## config.mk

```make
export PLATFORM = sky130hd
export DESIGN_NAME = inst_queue
export DESIGN_NICKNAME = d
export VERILOG_FILES = /design/src/rtl/inst_queue.sv
export SDC_FILE = /design/constraint.sdc
export NUM_CORES = 2
export LEC_CHECK = 0
export CORE_ASPECT_RATIO = 0.75
export CORE_MARGIN = 2
export CORE_UTILIZATION = 61
export CTS_BUF_LIST = sky130_fd_sc_hd__clkbuf_8
export DETAILED_ROUTE_END_ITERATION = 6
export PLACE_DENSITY_LB_ADDON = 0.25
export SYNTH_ARGS = -nofsm -noshare
export SYNTH_HDL_FRONTEND = slang
export SYNTH_SLANG_ARGS = --single-unit
```

## constraint.sdc

```tcl
create_clock -name clk -period 19.9 [get_ports clk]
set_clock_uncertainty 0.2 [all_clocks]
set_input_delay 5.97 -clock clk [delete_from_list [all_inputs] [get_ports clk]]
set_output_delay 5.97 -clock clk [all_outputs]
set_load 0.02 [all_outputs]
```

## src/rtl/inst_queue.sv

```systemverilog
// Decoupling instruction queue between IF1 and decode: splits 1/2-instruction fetch packets into entries.
// Optional same-cycle bypass of an empty queue is enabled with INST_QUEUE_BYPASS_EN.
`ifndef INST_NOP
`define INST_NOP 32'h03400000
`endif

module inst_queue #(
  parameter int DEPTH        = 8,
  parameter int LOG_DEPTH    = 3,
  parameter int SPACE_MARGIN = 4
) (
  input  logic        clk,
  input  logic        rstn,
  input  logic        flush,
  input  logic        in_valid,
  output logic        in_ready,
  input  logic [31:0] in_pc,
  input  logic [31:0] in_pc_next,
  input  logic        in_taken,
  input  logic [31:0] in_inst0,
  input  logic [31:0] in_inst1,
  input  logic [1:0]  in_excp_flag,
  input  logic [6:0]  in_exception,
  input  logic [31:0] in_badv,
  output logic        space_ok,
  output logic        nearly_full,
  output logic [1:0]  out_valid,
  output logic [31:0] out_pc0,
  output logic [31:0] out_pc1,
  output logic [31:0] out_pc_next0,
  output logic [31:0] out_pc_next1,
  output logic [1:0]  out_taken,
  output logic [31:0] out_inst0,
  output logic [31:0] out_inst1,
  output logic [1:0]  out_excp,
  output logic [6:0]  out_exception0,
  output logic [6:0]  out_exception1,
  output logic [31:0] out_badv0,
  output logic [31:0] out_badv1,
  input  logic [1:0]  pop_cnt
);

  typedef struct packed {
    logic [31:0] pc;
    logic [31:0] pc_next;
    logic        taken;
    logic [31:0] inst;
    logic        excp;
    logic [6:0]  exception;
    logic [31:0] badv;
  } entry_t;

  typedef logic [LOG_DEPTH-1:0] ptr_t;
  localparam int CW = LOG_DEPTH + 1;
  localparam logic [CW-1:0] DEPTH_C  = CW'(DEPTH);
  localparam logic [CW-1:0] MARGIN_C = CW'(SPACE_MARGIN);
  localparam logic [CW-1:0] TWO_C    = CW'(2);
  localparam ptr_t          ONE_P    = ptr_t'(1);

  ptr_t          head, tail;
  logic [CW-1:0] count, free, avail;
  entry_t        mem [DEPTH];
  entry_t        ent [2];
  entry_t        slot [2];
  logic          push, byp;
  logic [1:0]    push_n, wr_skip, wr_n, st_pop, valid;

  assign free        = DEPTH_C - count;
  assign in_ready    = free >= TWO_C;
  assign space_ok    = free >= MARGIN_C;
  assign nearly_full = (free >= TWO_C) && (free < MARGIN_C);
  assign push        = in_valid && in_ready;
  assign push_n      = in_pc[2] ? 2'd1 : 2'd2;

  // Packet split: the last entry of the packet carries the prediction.
  always_comb begin
    ent[0].pc        = in_pc;
    ent[0].pc_next   = in_pc[2] ? in_pc_next : in_pc + 32'd4;
    ent[0].taken     = in_pc[2] ? in_taken : 1'b0;
    ent[0].inst      = in_inst0;
    ent[0].excp      = in_excp_flag[0];
    ent[0].exception = in_exception;
    ent[0].badv      = in_badv;
    ent[1].pc        = in_pc + 32'd4;
    ent[1].pc_next   = in_pc_next;
    ent[1].taken     = in_taken;
    ent[1].inst      = in_inst1;
    ent[1].excp      = in_excp_flag[1];
    ent[1].exception = in_exception;
    ent[1].badv      = in_badv;
  end

`ifdef INST_QUEUE_BYPASS_EN
  assign byp = push && (count == '0);
`else
  assign byp = 1'b0;
`endif

  // In bypass, popped entries come straight from the packet and are never stored.
  assign wr_skip = byp ? pop_cnt : 2'd0;
  assign wr_n    = push ? (push_n - wr_skip) : 2'd0;
  assign st_pop  = byp ? 2'd0 : pop_cnt;
  assign avail   = byp ? CW'(push_n) : count;

  always_ff @(posedge clk) begin
    if (!flush) begin
      if (wr_n != 2'd0) mem[tail] <= ent[wr_skip[0]];
      if (wr_n == 2'd2) mem[tail + ONE_P] <= ent[1];
    end
  end

  always_ff @(posedge clk or negedge rstn) begin
    if (!rstn) begin
      head  <= '0;
      tail  <= '0;
      count <= '0;
    end else if (flush) begin
      head  <= '0;
      tail  <= '0;
      count <= '0;
    end else begin
      head  <= head + ptr_t'(st_pop);
      tail  <= tail + ptr_t'(wr_n);
      count <= count + CW'(wr_n) - CW'(st_pop);
    end
  end

  always @(posedge clk) begin
    if (rstn && !flush) begin
      assert (pop_cnt != 2'd3 && CW'(pop_cnt) <= avail);
    end
  end

  always_comb begin
    if (byp) begin
      slot[0] = ent[0];
      slot[1] = ent[1];
      valid   = (push_n == 2'd2) ? 2'b11 : 2'b01;
    end else begin
      slot[0] = mem[head];
      slot[1] = mem[head + ONE_P];
      valid   = {count >= TWO_C, count != '0};
    end
    for (int k = 0; k < 2; k++) begin
      if (!valid[k]) begin
        slot[k]      = '0;
        slot[k].inst = `INST_NOP;
      end
    end
  end

  assign out_valid      = valid;
  assign out_pc0        = slot[0].pc;
  assign out_pc1        = slot[1].pc;
  assign out_pc_next0   = slot[0].pc_next;
  assign out_pc_next1   = slot[1].pc_next;
  assign out_taken      = {slot[1].taken, slot[0].taken};
  assign out_inst0      = slot[0].inst;
  assign out_inst1      = slot[1].inst;
  assign out_excp       = {slot[1].excp, slot[0].excp};
  assign out_exception0 = slot[0].exception;
  assign out_exception1 = slot[1].exception;
  assign out_badv0      = slot[0].badv;
  assign out_badv1      = slot[1].badv;

endmodule

```

==> flow_metrics.py <==
metrics = {
    "route": {
        "via_count": 41300,
        "viasPerCell": 6.63,
        "first_pass_iters": 7,
        "drt_iter0_drc": 5654,
        "wl_um": 178000,
        "ant_nets": 0,
        "detail_route.drc_violations": 6,
        "routedWlPerCell_um": 28.6,
    },
    "logic_synthesis": {
        "syn_area_um2": 59800,
        "synth.distinct_cells": 46,
        "ys_seq_elements": 1106,
        "syn_inst": 4653,
        "synth_edf_count": 1096,
        "synthArstFlopShare": 0.00904,
        "syn_avg_cell_area_um2": 12.9,
        "ys_seq_area_frac": 0.554,
        "yosys_warnings": 0,
        "ys.flop_type": "edfxtp_1",
        "synth_fp_nets": 4846,
    },
    "run": {
        "drv_cap": 0,
    },
    "cells_and_area": {
        "layout_common_cells": "1215 x nand2_1, 1096 x edfxtp_1, 548 x mux4_2",
        "fillers": 6573,
        "utilization": 0.694,
        "area.growth.synth_to_final_pct": 12.9,
        "drive_above_1_share": 0.186,
        "finalNonFillerCells": 6238,
        "final_nets": 4973,
        "final_common_cell": "nand2_1",
    },
    "clocking": {
        "clk_path_buf_depth": 3,
        "cts-buffers-inserted": 168,
        "h-tree-depth": 4,
        "cts.sinks": 1106,
        "cts.repair.resized": 0,
        "cts_hold_buf": 0,
        "post_cts_buffers": 0,
        "clockRootBuffer": "clkbuf_8",
        "clk_latency_ps": 860,
        "cts_tree": "yes",
        "clk_pin_slew_ps": 60,
    },
    "timing": {
        "post-route-period-util": 0.616,
        "hold_viol": 0,
        "rsz0062_at_grt": "false",
        "worstMarginPinSlew_ps": 1380,
        "slew_headroom": 0.0739,
        "fin_tns_setup_ps": 0,
        "setup_viol": 0,
        "min_period_ps": 12250,
        "max_freq_ghz": 0.0816,
        "finalMaxSlewViolations": 0,
    },
    "critical_path": {
        "arrival_ps": 6080,
        "reg2reg_depth": 10,
        "end_kind": "output pin",
        "cp.required_ps": 13730,
        "critPathKind": "reg -> out",
        "start_kind": "flop",
        "path_max_fanout": 66,
    },
    "global_route": {
        "grt_overflow": 0,
        "antenna_found_initial": 39,
        "grt_pass1_vias": 40700,
        "grt_max_degree": 131,
        "grtUsageTotal": 0.357,
        "grt_pass1_wl_um": 260000,
    },
    "place": {
        "hpwl_um": 102000,
        "gp_congestion": 0.836,
        "io_buffers": 454,
        "dp_cells": 5923,
    },
    "power": {
        "power.leakage_uw": 0.0228,
        "p_per_area_nw_per_um2": 111,
        "finalPower_uw": 7500,
        "peakVddDrop_mv": 0.0837,
    },
    "die": {
        "rows": 99,
        "die_h_um": 275,
        "core_um2": 97200,
        "initial_core_util": 0.615,
        "pin_count": 455,
        "die_w_um": 366,
        "die_area_um2": 101000,
    },
    "min_path": {
        "hp-class": "reg -> reg",
        "whs_path_depth": 2,
    },
    "status": {
        "status": "complete, but fails checks",
        "violations": "DRC",
    },
}
cell type report:
class,instances,area (um^2),area share
antenna,23,57.6,0.000853
clock buffer,169,2330,0.0345
clock inverter,123,662,0.00980
inverter,21,78.8,0.00117
multi-input combinational,2945,24400,0.361
sequential,1106,33200,0.491
tap,1313,1640,0.0243
timing repair buffer,538,5210,0.0771
state kept, by name, summed over array words and instances, names as in the netlist:
name / flops
mem: 1096
avail: 4
head: 3
tail: 3
through the flow:
| step | area [um^2] | setup WS (ps) | hold slack, ps |
|---|---|---|---|
| 4_1_cts | 67500 | 7530 | 474 |
| 2_1_floorplan | 59800 | 2550 | 396 |
| 6_report | 67500 | 7650 | 474 |
| 3_5_place_dp | 64500 | 8530 | 460 |
| 5_1_grt | 67500 | 7230 | 505 |
| 3_3_place_gp | 64500 | 8620 | 458 |
path summary, 6_finish.rpt:
| check | start | end | slack (ps) |
|---|---|---|---|
| worst min-delay path | avail[0] | avail[0] | 470 |
| worst min register to register | avail[0] | avail[0] | 470 |
| worst max-delay path | head[0] | out_pc_next0[0] | 7650 |
| min in group asynchronous | rstn | avail[1] | 5250 |
| max in group asynchronous | rstn | head[0] | 13860 |
| worst max register to register | avail[1] | mem[6][60] | 14800 |
critical path: stages (launching register included):
cell             delay [ps]
dfrtp_4                 960
buf_4                   940
buf_4                   960
buf_4                   690
mux4_2                  590
mux2i_1                 250
nor2_1                   80
clkdlybuf4s50_1         590
power by group:
group / internal (uW) / switching, uW
clock network: 844 / 900
registers: 2760 / 85.6
logic: 1200 / 1710
cell families after synthesis:
kind of cell,after synthesis,synth area share
and+or+nand+nor,1684,0.110
xor gates and xnor gates,128,0.0187
muxes,715,0.235
AOI/OAI and AO/OA,401,0.0341
DFF,1106,0.554
buffers and inverters,602,0.0436
adders and majority gates,17,0.00406
synthesized netlist by cell type (2+ instances only):
| cell | instances | area [um^2] |
|---|---|---|
| a21oi_1 | 339 | 1700 |
| a31oi_1 | 9 | 56.3 |
| and2_1 | 4 | 25.0 |
| and3_1 | 13 | 81.3 |
| buf_1 | 96 | 360 |
| buf_2 | 132 | 661 |
| buf_4 | 47 | 353 |
| clkbuf_1 | 300 | 1130 |
| clkbuf_2 | 6 | 30.0 |
| dfrtp_1 | 10 | 250 |
| edfxtp_1 | 1096 | 32900 |
| fa_1 | 4 | 80.1 |
| ha_1 | 13 | 163 |
| inv_1 | 21 | 78.8 |
| mux2_2 | 16 | 180 |
| mux2i_1 | 151 | 1510 |
| mux4_2 | 548 | 12300 |
| nand2_1 | 1215 | 4560 |
| nand2b_1 | 6 | 37.5 |
| nand3_1 | 18 | 90.1 |
| nand4_1 | 4 | 25.0 |
| nand4_2 | 3 | 37.5 |
| nor2_1 | 383 | 1440 |
| nor2b_1 | 16 | 100 |
| nor3_2 | 2 | 20.0 |
| nor4_2 | 2 | 25.0 |
| nor4_4 | 2 | 42.5 |
| o21ai_0 | 42 | 210 |
| o21ai_1 | 2 | 10.0 |
| o31ai_1 | 4 | 30.0 |
| or2_2 | 8 | 50.1 |
| xnor2_1 | 83 | 727 |
| xor2_1 | 45 | 394 |
routing by layer:
layer  routed length, um  global-route usage
met2               81400               0.533
met5                 176                   0
met3               24800              0.0999
met1               64500               0.498
met4                7310               0.156
Power figures use the tool's default switching activity.
